==> config.mk <==
export PLATFORM = sky130hd
export DESIGN_NAME = mem_request_arbiter
export DESIGN_NICKNAME = d
export VERILOG_FILES = /design/src/rtl/mem_request_arbiter_pkg.sv /design/src/rtl/mem_request_arbiter_rr_pick.sv /design/src/rtl/mem_request_arbiter.sv
export SDC_FILE = /design/constraint.sdc
export NUM_CORES = 1
export LEC_CHECK = 0
export BUFFER_PORTS_ARGS = -buffer_cell sky130_fd_sc_hd__buf_2
export CORE_AREA = 2 2 164 166
export DETAILED_ROUTE_END_ITERATION = 10
export DIE_AREA = 0 0 166 168
export PLACE_DENSITY = 0.64
export SLEW_MARGIN = 30
export SYNTH_ARGS = -nofsm -noshare
export SYNTH_HDL_FRONTEND = slang
export SYNTH_SLANG_ARGS = --single-unit
==> constraint.sdc <==
create_clock -name clk -period 3.4 [get_ports clk]
set_input_delay 0.34 -clock clk [delete_from_list [all_inputs] [get_ports clk]]
set_output_delay 0.34 -clock clk [all_outputs]
set_load 0.02 [all_outputs]
==> src/rtl/mem_request_arbiter_pkg.sv <==
// Shared arbiter types: FSM state encoding and arbitration-mode codes.
// Used by the arbiter and by the VGA / CPU-side memory clients.
package mem_arb_pkg;

    typedef enum logic [1:0] {
        IDLE  = 2'd0,
        ISSUE = 2'd1,
        WAIT  = 2'd2,
        DONE  = 2'd3
    } arb_state_t;

    localparam int ARB_FIXED = 0;
    localparam int ARB_RR    = 1;

endpackage

==> src/rtl/mem_request_arbiter_rr_pick.sv <==
// Combinational winner selection: lowest index in fixed mode,
// first requester at or after the pointer in round-robin mode.
module rr_pick #(
    parameter int N  = 3,
    parameter int IW = $clog2(N)
) (
    input  logic [N-1:0]  req_i,
    input  logic [IW-1:0] ptr_i,
    input  logic          mode_i,
    output logic [N-1:0]  gnt_o,
    output logic [IW-1:0] idx_o,
    output logic          vld_o
);
    import mem_arb_pkg::*;

    int          start;
    logic [IW-1:0] j;

    // Walk the request vector once from the start point, wrapping at N.
    always_comb begin
        gnt_o = '0;
        idx_o = '0;
        vld_o = 1'b0;
        j     = '0;
        start = mode_i ? int'(ptr_i) : 0;
        for (int i = 0; i < N; i++) begin
            j = IW'((start + i) % N);
            if (!vld_o && req_i[j]) begin
                vld_o    = 1'b1;
                gnt_o[j] = 1'b1;
                idx_o    = j;
            end
        end
    end

endmodule

==> src/rtl/mem_request_arbiter.sv <==
// N-client arbiter onto a single memory port with busy handshake,
// per-client read data registers and a one-cycle completion pulse.
module mem_request_arbiter #(
    parameter  int NUM_CLIENTS = 3,
    parameter  int ADDR_W      = 32,
    parameter  int DATA_W      = 32,
    parameter  int RR_MODE     = 0,
    localparam int SEL_W       = DATA_W / 8
) (
    input  logic                          clk,
    input  logic                          nRst,
    input  logic [NUM_CLIENTS-1:0]        client_req,
    input  logic [NUM_CLIENTS-1:0]        client_write,
    input  logic [NUM_CLIENTS*ADDR_W-1:0] client_adr,
    input  logic [NUM_CLIENTS*DATA_W-1:0] client_wdata,
    input  logic [NUM_CLIENTS*SEL_W-1:0]  client_sel,
    output logic [NUM_CLIENTS*DATA_W-1:0] client_rdata,
    output logic [NUM_CLIENTS-1:0]        client_done,
    output logic [NUM_CLIENTS-1:0]        client_grant,
    input  logic                          mem_busy,
    input  logic [DATA_W-1:0]             data_from_mem,
    output logic                          mem_read,
    output logic                          mem_write,
    output logic [ADDR_W-1:0]             adr_to_mem,
    output logic [DATA_W-1:0]             data_to_mem,
    output logic [SEL_W-1:0]              sel_to_mem
);
    import mem_arb_pkg::*;

    localparam int IW = $clog2(NUM_CLIENTS);

    arb_state_t                    state_q, state_d;
    logic [NUM_CLIENTS-1:0]        grant_q, grant_d;
    logic [NUM_CLIENTS-1:0]        done_q, done_d;
    logic [IW-1:0]                 idx_q, idx_d;
    logic [IW-1:0]                 ptr_q, ptr_d;
    logic                          wr_q, wr_d;
    logic                          rd_stb_q, rd_stb_d;
    logic                          wr_stb_q, wr_stb_d;
    logic [ADDR_W-1:0]             adr_q, adr_d;
    logic [DATA_W-1:0]             wdat_q, wdat_d;
    logic [SEL_W-1:0]              sel_q, sel_d;
    logic [NUM_CLIENTS*DATA_W-1:0] rdata_q, rdata_d;

    logic [NUM_CLIENTS-1:0] pick_gnt;
    logic [IW-1:0]          pick_idx;
    logic                   pick_vld;
    int                     pick_n;
    int                     own_n;

    rr_pick #(
        .N  (NUM_CLIENTS),
        .IW (IW)
    ) u_pick (
        .req_i  (client_req),
        .ptr_i  (ptr_q),
        .mode_i (RR_MODE == ARB_RR),
        .gnt_o  (pick_gnt),
        .idx_o  (pick_idx),
        .vld_o  (pick_vld)
    );

    assign pick_n = int'(pick_idx);
    assign own_n  = int'(idx_q);

    // Transaction sequencing: latch winner, strobe, wait, complete.
    always_comb begin
        state_d  = state_q;
        grant_d  = grant_q;
        done_d   = '0;
        idx_d    = idx_q;
        ptr_d    = ptr_q;
        wr_d     = wr_q;
        rd_stb_d = rd_stb_q;
        wr_stb_d = wr_stb_q;
        adr_d    = adr_q;
        wdat_d   = wdat_q;
        sel_d    = sel_q;
        rdata_d  = rdata_q;
        unique case (state_q)
            IDLE: begin
                if (pick_vld) begin
                    grant_d  = pick_gnt;
                    idx_d    = pick_idx;
                    wr_d     = client_write[pick_idx];
                    rd_stb_d = !client_write[pick_idx];
                    wr_stb_d = client_write[pick_idx];
                    adr_d    = client_adr[pick_n*ADDR_W +: ADDR_W];
                    wdat_d   = client_wdata[pick_n*DATA_W +: DATA_W];
                    sel_d    = client_sel[pick_n*SEL_W +: SEL_W];
                    state_d  = ISSUE;
                    if (RR_MODE == ARB_RR) begin
                        if (pick_idx == IW'(NUM_CLIENTS - 1))
                            ptr_d = '0;
                        else
                            ptr_d = pick_idx + IW'(1);
                    end
                end
            end
            ISSUE: begin
                if (mem_busy) begin
                    rd_stb_d = 1'b0;
                    wr_stb_d = 1'b0;
                    state_d  = WAIT;
                end
            end
            WAIT: begin
                if (!mem_busy) begin
                    if (!wr_q)
                        rdata_d[own_n*DATA_W +: DATA_W] = data_from_mem;
                    done_d  = grant_q;
                    state_d = DONE;
                end
            end
            DONE: begin
                grant_d = '0;
                wr_d    = 1'b0;
                adr_d   = '0;
                wdat_d  = '0;
                sel_d   = '0;
                state_d = IDLE;
            end
            default: state_d = IDLE;
        endcase
    end

    // State registers; reset abandons any in-flight access.
    always_ff @(posedge clk or negedge nRst) begin
        if (!nRst) begin
            state_q  <= IDLE;
            grant_q  <= '0;
            done_q   <= '0;
            idx_q    <= '0;
            ptr_q    <= '0;
            wr_q     <= 1'b0;
            rd_stb_q <= 1'b0;
            wr_stb_q <= 1'b0;
            adr_q    <= '0;
            wdat_q   <= '0;
            sel_q    <= '0;
            rdata_q  <= '0;
        end else begin
            state_q  <= state_d;
            grant_q  <= grant_d;
            done_q   <= done_d;
            idx_q    <= idx_d;
            ptr_q    <= ptr_d;
            wr_q     <= wr_d;
            rd_stb_q <= rd_stb_d;
            wr_stb_q <= wr_stb_d;
            adr_q    <= adr_d;
            wdat_q   <= wdat_d;
            sel_q    <= sel_d;
            rdata_q  <= rdata_d;
        end
    end

    assign client_grant = grant_q;
    assign client_done  = done_q;
    assign client_rdata = rdata_q;
    assign mem_read     = rd_stb_q;
    assign mem_write    = wr_stb_q;
    assign adr_to_mem   = adr_q;
    assign data_to_mem  = wdat_q;
    assign sel_to_mem   = sel_q;

endmodule

* Word level (Yosys, flattened, before mapping)
Index checks and enable logic that the tools add are counted.
Word-level totals: register bits after elaboration 177, bits of input ports 245, output and inout port bits 172, word-level logic and storage cells 70
Cells by class: add/sub/neg operators 1, magnitude comparators 1, eq/ne operators 6, shifts and indexed selects 5, mux-type cells 31, bitwise operators 2, reductions and logical operators 13
Operators with widths (count):
- 96-bit by 8-bit indexed part select with 32-bit output | 2
- 32-bit case mux with 2 select lines | 2
- 96-bit bitwise mux | 1
- 32-bit by 33-bit variable shift with 96-bit output (first input constant) | 1
- 32-bit by 33-bit indexed part select with 96-bit output | 1
- 32-bit 2-to-1 mux | 2
- 7-bit negator with 33-bit output | 1
- 3-bit 2-to-1 mux | 4
- 12-bit by 5-bit indexed part select with 4-bit output | 1
- 2-bit 2-to-1 mux | 5
- 1-bit 2-to-1 mux | 9
- 3-bit AND reduction | 3
- 2-bit case mux with 4 select lines | 1
- 4-bit case mux with 2 select lines | 1
- 2-bit != test (second input constant) | 3
- 1-bit case mux with 2 select lines | 3
- 3-bit case mux with 2 select lines | 1
- 2-bit equality test (second input constant) | 2
- 4-bit 2-to-1 mux | 1
- 2-bit AND reduction | 2
- 2-bit nonzero test | 2
- 1-bit zero test | 3
- 2-bit by 3-bit less-than comparator with 1-bit output (second input constant) | 1
- 1-bit binary-select mux with 2-bit select | 1
- other kinds (4) | 6

* Depth between registers and ports, before layout
Gate-level depths: netlist of run 1.
depth in word-level cells 12, depth in mapped cells 7, depth with buffers taken out 5

* By module
From an unflattened synthesis of run 1, not the netlist that was laid out.
Second synthesis, totals: cell total of the unflattened synthesis 717, area total of the unflattened synthesis 8436.8 um^2
By module, submodules not included:
- mem_request_arbiter | instances 1, cells each 677, area an instance 8164.1 um^2, sequential area each 4429.2 um^2
- rr_pick | instances 1, cells each 40, area an instance 272.8 um^2, sequential area each 0.0 um^2

* Worst setup path after synthesis of run 1
OpenSTA, ideal clock, no wires.
kind register to register, start reg idx_q[0], end reg rdata_q[2], in the netlist client_rdata[2], setup time 0.083 ns, data arrival time 1.642 ns, data required time 3.317 ns, path slack 1.676 ns, stages on the path, launching flop included 8, buffers on the path 2, clock period less this slack 1.724 ns, cells stage by stage dfrtp_1 inv_1 ha_1 nor4bb_1 clkbuf_1 buf_2 nand2_1 o21ai_0
Between the ends: longest elaborated chain between the ends 3, elaborated cells on any way between the ends 4, classes of those cells add/sub: 1; shift: 2; mux: 1
Ends and longest elaborated chain:
- start: declaration | line mem_request_arbiter.sv:35 | logic [IW-1:0] idx_q, idx_d;
- start signal: assignment | line mem_request_arbiter.sv:146 | idx_q <= idx_d;
- 7-bit negator with 33-bit output * | line mem_request_arbiter.sv:110 | rdata_d[own_n*DATA_W +: DATA_W] = data_from_mem;
- 32-bit by 33-bit indexed part select with 96-bit output / 32-bit by 33-bit variable shift with 96-bit output (equally long branches) | line mem_request_arbiter.sv:110
- 96-bit bitwise mux * | line mem_request_arbiter.sv:110
- end signal: assignment | line mem_request_arbiter.sv:154 | rdata_q <= rdata_d;
- end: declaration | line mem_request_arbiter.sv:43 | logic [NUM_CLIENTS*DATA_W-1:0] rdata_q, rdata_d;
Mark *: on every way between the ends. The rest lies on a longest branch, timed or not. A chain may end at the register's enable or synchronous reset.

* Final worst setup path of run 1
start reg state_q[1], end reg wdat_q[19], in the netlist data_to_mem[19]
Between the ends: longest elaborated chain between the ends 3, elaborated cells on any way between the ends 6, classes of those cells eq/ne: 2; mux: 1; reduce/logical: 3
Ends and longest elaborated chain:
- start: declaration | line mem_request_arbiter.sv:32 | arb_state_t state_q, state_d;
- start signal: assignment | line mem_request_arbiter.sv:143 | state_q <= state_d;
- 2-bit equality test / 2-bit zero test (equally long branches) | line mem_request_arbiter.sv:80 | unique case (state_q)
- 2-bit nonzero test (no line) / 2-bit != test (equally long branches)
- 2-bit AND reduction (no line)
- end signal: assignment | line mem_request_arbiter.sv:152 | wdat_q <= wdat_d;
- end: declaration | line mem_request_arbiter.sv:41 | logic [DATA_W-1:0] wdat_q, wdat_d;
Parallel ways exist; a longest one is shown, timed or not.

==> reports/results.ini, run 1 <==
[run_status]
status = finished clean

[setup_path]
cpPeakStageDelay_ns = 0.53
r2r_end = data_to_mem[19]$_DFFE_PN0P_
crit_chain = inv_1 > ha_1 > nor4b_4 > buf_4 > o21ai_0 > o31ai_1
arrival_ns = 2.65
startpoint = state_q[1]$_DFFE_PN0P_
cp_max_fo = 60
reg2reg_depth = 6
timing.rr.start = state_q[1]$_DFFE_PN0P_
cp_slowest_cell = buf_4
rrSetupSlack_ns = 1.07
crit_end = data_to_mem[19]$_DFFE_PN0P_
critical_path_class = flop to flop
crit_required_ns = 3.73
cp-start-kind = flop
worstSetupEndpointType = flop

[logic_synthesis]
synthMostInstantiatedCell = dfrtp_1
yosysTopAreaCellShare_pct = 48.35
yosys_warnings = 0
yosysTopAreaCell = dfrtp_1
synth_seq_cells = 177
syn_inst = 979
synth_cell_types = 38
synth-edff-count = 0
yosys-top-cells-area = dfrtp_1 48%, o21ai_0 6.9%, o31ai_1 5.8%
synth_ff_type = dfrtp_1
syn-cell-area_um2 = 9161
syn_area_per_cell_um2 = 9.358
synth_common_cells = 177 x dfrtp_1, 132 x nand2_1, 127 x o21ai_0
syn_nets = 1232
synth-seq-area-share_pct = 48.35
synthArstFlopShare_pct = 100.0

[floorplan]
dieHeight_um = 168
fp.dieW_um = 166
fp.coreArea_um2 = 26350
row_count = 60
ios = 417
start_util_pct = 34.77
dieArea_um2 = 27890

[timing]
finClkSkew_ns = 0.02501
hold_viol_final = 0
finalCritPeriodShare_pct = 68.42
setup-violations-final = 0
max_slew_margin_pct = 42.41
finalCriticalPeriod_ns = 2.326
slew_violations = 0
tightest_slew_ns = 0.8638
max_freq_mhz = 429.9
tns_ns = 0
rsz0062_at_grt = false
hold_slack_ns = 0.1496

[pwr]
combPwrFrac_pct = 43.0
p_switching_mw = 3.925
p_sw_share_pct = 42.90
pwr_density_cell_nw_per_um2 = 759.9
leakage_nw = 5.882
irDropWorstVdd_v = 0.0004386
p_seq_share_pct = 35.7
power.share.clock_pct = 21.4
internal_power_mw = 5.224

[cts]
h-tree-depth = 4
clock_sinks = 177
tritoncts = yes
cts-root-buf = clkbuf_16
cts_buffers = 17
clkSlewWorstSetupHoldPaths_ns = 0.08
clk_latency_ns = 0.43
clockBufferDepth = 2

[final_layout]
antenna_cells = 0
filler_cell_count = 2588
multi_input_area_um2 = 4267
regArea_um2 = 4429
area_growth_pct = 31.40
layout-drive-gt1-share_pct = 44.29
final_nets = 1588

[detailed_routing]
drt_iter0_drc = 639
drc = 0
wl_um = 30330
wl_per_cell_um = 17.96
ant_nets = 0
firstDrtPassIters = 5
vias_per_cell = 5.287
vias = 8929

[run]
max_cap_viol_count = 0

[grt]
antenna_found_initial = 1
grt_max_degree = 89
grt_pass1_wl_um = 47410
grt_pass1_vias = 8598
grt-ovfl-total = 0
track_usage_pct = 21.04

[placed_design]
io_buffer_count = 416
globalplace.congestion = 0.8960
dpl.hpwl_um = 21170

[hold_path]
hold_path.class = input port to flop

flip-flops by register name, summed over array words and instances (netlist names):
| register | flops |
|---|---|
| sel_to_mem | 4 |
| client_grant | 3 |
| client_rdata | 96 |
| mem_read | 1 |
| adr_to_mem | 32 |
| idx_q | 2 |
| data_to_mem | 32 |
| client_done | 3 |
| mem_write | 1 |
| state_q | 2 |
| wr_q | 1 |
metrics by stage:
| stage | setup WS (ns) | area, µm² | util, % | std cells | total power [mW] |
|---|---|---|---|---|---|
| 2_1_floorplan | 1.676 | 9161 | - | 979 | 5.695 |
| 3_3_place_gp | 1.138 | 11440 | 43.42 | 1656 | 7.190 |
| 3_5_place_dp | 1.074 | 11440 | 43.42 | 1656 | 7.277 |
| 4_1_cts | 1.074 | 12040 | 45.68 | 1689 | 9.257 |
| 5_1_grt | 0.8431 | 12040 | 45.68 | 1689 | 9.740 |
| 6_report | 1.074 | 12040 | 45.68 | 1689 | 9.148 |
critical path, delay by kind of cell (launching register included):
| family | cells | cell delay (ns) |
|---|---|---|
| compound gates | 2 | 0.27 |
| flops | 1 | 0.41 |
| simple gates | 1 | 0.34 |
| fa+ha+maj | 1 | 0.52 |
| buf+inv | 2 | 0.63 |
cell families (layout without fill, tap and decap cells):
kind of cell             Yosys count  after routing  share of synthesized area, %
AO/OA/AOI/OAI                    389            389                         25.98
flip-flops                       177            177                         48.35
AND/OR/NAND/NOR                  295            295                         18.87
multiplexers                       2              2                        0.2458
buffers and inverters            108            477                         5.463
adder cells (fa/ha/maj)            8              8                         1.093
power groups by stage:
stage / clock, mW / sequential (mW) / combinational, mW
after floorplan: 0 / 4.12 / 1.57
after global placement: 0 / 3.27 / 3.92
after detailed placement: 0 / 3.29 / 3.99
after CTS: 2.01 / 3.26 / 3.98
after global routing: 2.11 / 3.35 / 4.27
final: 1.96 / 3.26 / 3.93
cell type report:
type                    count  area share (%)
multi-input cells         694           35.44
clock inverters            15           1.341
well taps                 341           3.544
flip-flops and latches    177           36.79
repair buffers            437           19.09
clock buffers              17           3.534
inverters                   8          0.2495
layer usage:
metal / GRT usage [%] / vias to the layer above / share of wire [%] / wire, µm
met1: 27.99 / 4287 / 43 / 13050
li1: - / 4248 / - / -
met5: 0 / - / 0 / 0
met3: 4.255 / 39 / 6.1 / 1852
met2: 34.82 / 355 / 49 / 14790
met4: 6.314 / 0 / 2.1 / 640
worst min-delay path by stage:
stage | startpoint | to | slack (ns) | depth (start not counted)
3_5_place_dp | nRst | client_rdata[95]$_DFFE_PN0P_ | 0.38 | 1
5_1_grt | data_from_mem[14] | client_rdata[78]$_DFFE_PN0P_ | 0.14 | 2
2_1_floorplan | nRst | adr_to_mem[0]$_DFFE_PN0P_ | 0.04 | 0
4_1_cts | data_from_mem[14] | client_rdata[78]$_DFFE_PN0P_ | 0.13 | 2
3_3_place_gp | nRst | client_rdata[95]$_DFFE_PN0P_ | 0.38 | 1
6_report | data_from_mem[14] | client_rdata[78]$_DFFE_PN0P_ | 0.15 | 2
repair_timing:
| item | CTS | global route |
|---|---|---|
| resized for setup | 0 | 0 |
| endpoints found under the hold margin | 65 | 0 |
| setup buffers | 0 | 0 |
| endpoints found under the setup margin | 0 | 0 |
| hold buffers | 1 | 0 |
layout by cell type, fill, tap and decap left out, types with 4 or more instances in the layout:
cell type  instances
a21oi_1           70
a22o_1            32
buf_12             4
buf_2            415
buf_4             16
clkbuf_16         17
dfrtp_1          177
ha_1               8
inv_1              7
inv_6              4
inv_8              4
nand2_1          132
nor2_1             5
o21ai_0          127
o21ai_1           12
o22ai_1           69
o31ai_1           71
or2_2             69
or3b_1            20
or3b_2            49
No activity file was read; power rests on OpenSTA's default activity.
==> inputs of run 2 (changes only) <==
--- a/config.mk
+++ b/config.mk
@@ -5,10 +5,11 @@
 export SDC_FILE = /design/constraint.sdc
 export NUM_CORES = 1
 export LEC_CHECK = 0
+export ABC_AREA = 1
 export BUFFER_PORTS_ARGS = -buffer_cell sky130_fd_sc_hd__buf_2
-export CORE_AREA = 2 2 164 166
+export CORE_AREA = 2 2 162 164
 export DETAILED_ROUTE_END_ITERATION = 10
-export DIE_AREA = 0 0 166 168
+export DIE_AREA = 0 0 164 166
 export PLACE_DENSITY = 0.64
 export SLEW_MARGIN = 30
 export SYNTH_ARGS = -nofsm -noshare
==> constraint.sdc (replaced) <==
create_clock -name clk -period 2.15 [get_ports clk]
set_input_delay 0.215 -clock clk [delete_from_list [all_inputs] [get_ports clk]]
set_output_delay 0.215 -clock clk [all_outputs]
set_load 0.02 [all_outputs]
==> reports/results.ini, run 2 <==
[final_layout]
most-common-layout-cells = 423 x nand2_1, 415 x buf_2, 275 x nand3_1, 177 x dfrtp_1, 114 x inv_1
regArea_um2 = 4429
largest_reg_flops = 96
final_nets = 1806
layout-drive-gt1-share_pct = 31.29
filler_cell_count = 2597
multi_input_area_um2 = 3573
antenna_cells = 0
area_growth_pct = 35.08
layout_commonest_cell = nand2_1

[cts]
cts-root-buf = clkbuf_16
clkSlewWorstSetupHoldPaths_ns = 0.07
clockBufferDepth = 2
h-tree-depth = 4
cts_buffers = 17
hold_buffers = 3
tritoncts = yes
clock_sinks = 177
cts_setup_buffers = 0
cts_resized = 0
clk_latency_ns = 0.42

[setup_path]
startpoint = state_q[0]$_DFFE_PN0P_
reg2reg_depth = 7
rrSetupSlack_ns = 0.35
cp_max_fo = 70
cp-start-kind = flop
crit_required_ns = 2.50
r2r_end = data_to_mem[29]$_DFFE_PN0P_
arrival_ns = 2.16
crit_end = data_to_mem[29]$_DFFE_PN0P_
critical_path_class = flop to flop
worstSetupEndpointType = flop
timing.rr.start = state_q[0]$_DFFE_PN0P_

[logic_synthesis]
synth_fa_ha_area_share_pct = 1.138
synth_ff_type = dfrtp_1
syn_nets = 1422
synth_common_cells = 423 x nand2_1, 275 x nand3_1, 177 x dfrtp_1
syn_inst = 1169
synth_top_family_by_area = simple AND/OR/NAND/NOR gates
synth_mux_area_share_pct = 0
synth_seq_cells = 177
synth-seq-area-share_pct = 50.38
synthMostInstantiatedCell = nand2_1
synthXorXnorAreaFrac_pct = 0
synthArstFlopShare_pct = 100.0
yosys-top-cells-area = dfrtp_1 50%, nand2_1 18%, nand3_1 16%
yosys_warnings = 0
synth_simple_gate_area_share_pct = 35.19
yosysTopAreaCell = dfrtp_1
synth-edff-count = 0
yosysTopAreaCellShare_pct = 50.38
syn_area_per_cell_um2 = 7.521
synth_compound_area_share_pct = 4.084
synth_cell_types = 22
syn-cell-area_um2 = 8792

[detailed_routing]
ant_nets = 0
vias_per_cell = 4.735
wl_per_cell_um = 14.83
vias = 9002
wl_um = 28190
firstDrtPassIters = 6
drt_iter0_drc = 690
drc = 0

[hold_path]
hold_path.class = input port to flop

[timing]
tns_ns = 0
hold_viol_final = 0
rsz0062_at_grt = false
max_slew_margin_pct = 60.04
finClkSkew_ns = 0.01587
finalCriticalPeriod_ns = 1.803
slew_violations = 0
tightest_slew_ns = 0.5994
max_freq_mhz = 554.7
setup-violations-final = 0
fin_ws_ns = 0.3472
finalCritPeriodShare_pct = 83.85

[run]
max_cap_viol_count = 0

[floorplan]
fp.coreArea_um2 = 25620
row_count = 59
start_util_pct = 34.32
dieArea_um2 = 27220
ios = 417
dieHeight_um = 166
fp.dieW_um = 164

[grt]
grt_pass1_vias = 8696
antenna_found_initial = 1
grt_max_degree = 71
grt_pass1_wl_um = 45530
grt-ovfl-total = 0
track_usage_pct = 20.91

[pwr]
leakage_nw = 6.917
irDropWorstVdd_v = 0.0007777
pwr_density_cell_nw_per_um2 = 1198

[placed_design]
io_buffer_count = 416
dpl.hpwl_um = 20720
preCtsSetupSlack_ns = 0.3615
globalplace.congestion = 0.9203

[run_status]
status = finished clean

==> run 2: cell count changes after synthesis, moves of 49 or more <==
cell     delta
o31ai_1    -71
o21ai_0    -91
inv_1     +107
a21oi_1    -70
nand3_1   +275
nand2_1   +291
or2_2      -68
o22ai_1    -69
or3b_2     -49
==> run 2: per-stage QoR <==
step | hold WS [ns] | total power, mW | cells | utilization, % | cell area, µm²
final | 0.02862 | 14.23 | 1901 | 46.36 | 11880
after global routing | 0.001148 | 15.30 | 1901 | 46.36 | 11880
after CTS | 0.009331 | 14.44 | 1901 | 46.36 | 11880
after detailed placement | 0.2216 | 11.31 | 1866 | 43.96 | 11260
after global placement | 0.2230 | 11.18 | 1866 | 43.96 | 11260
after floorplan | -0.08059 | 8.781 | 1169 | - | 8792
==> run 2: worst max-delay path: stages, from the launching register on <==
cell and delay, ns:
dfrtp_1 0.41, inv_1 0.10, ha_1 0.35, nand2_1 0.19, nor2_4 0.13, buf_12 0.27
nand3_1 0.13, nand2_1 0.08
==> run 2: routing by layer <==
| layer | GRT usage [%] | vias to the layer above | share of wire, % |
|---|---|---|---|
| li1 | - | 4473 | - |
| met1 | 26.16 | 4116 | 42 |
| met2 | 35.99 | 361 | 49 |
| met3 | 4.446 | 50 | 6.7 |
| met4 | 6.484 | 2 | 2.5 |
| met5 | 0 | - | 0.025 |
==> run 2: final cells by class <==
type | instances | area share [%]
flip-flops and latches | 177 | 37.29
well taps | 335 | 3.529
repair buffers | 442 | 20.45
clock inverters | 15 | 1.359
multi-input cells | 798 | 30.09
clock buffers | 17 | 3.582
inverters | 117 | 3.698
==> run 2: kinds of logic (layout without fill, tap and decap cells) <==
kind of cell | count (synthesis) | count (layout)
and+or+nand+nor | 719 | 719
buffers and inverters | 194 | 591
DFF | 177 | 177
AOI/OAI and AO/OA | 71 | 71
adders and majority gates | 8 | 8
==> run 2: worst min path at each step <==
stage / to / depth (start not counted) / slack [ns] / startpoint
after floorplan: adr_to_mem[0]$_DFFE_PN0P_ / 0 / -0.08 / nRst
final: client_rdata[86]$_DFFE_PN0P_ / 3 / 0.03 / data_from_mem[22]
after global placement: client_rdata[65]$_DFFE_PN0P_ / 1 / 0.22 / nRst
after CTS: client_rdata[90]$_DFFE_PN0P_ / 3 / 0.009 / data_from_mem[26]
after global routing: client_rdata[78]$_DFFE_PN0P_ / 3 / 0.001 / data_from_mem[14]
after detailed placement: client_rdata[65]$_DFFE_PN0P_ / 1 / 0.22 / nRst
==> run 2: power by group <==
| group | internal [mW] | leakage [nW] | total [mW] | switching, mW |
|---|---|---|---|---|
| clock | 1.57 | 0.287 | 3.07 | 1.50 |
| sequential | 4.37 | 2.32 | 4.95 | 0.586 |
| combinational | 2.03 | 4.31 | 6.21 | 4.19 |
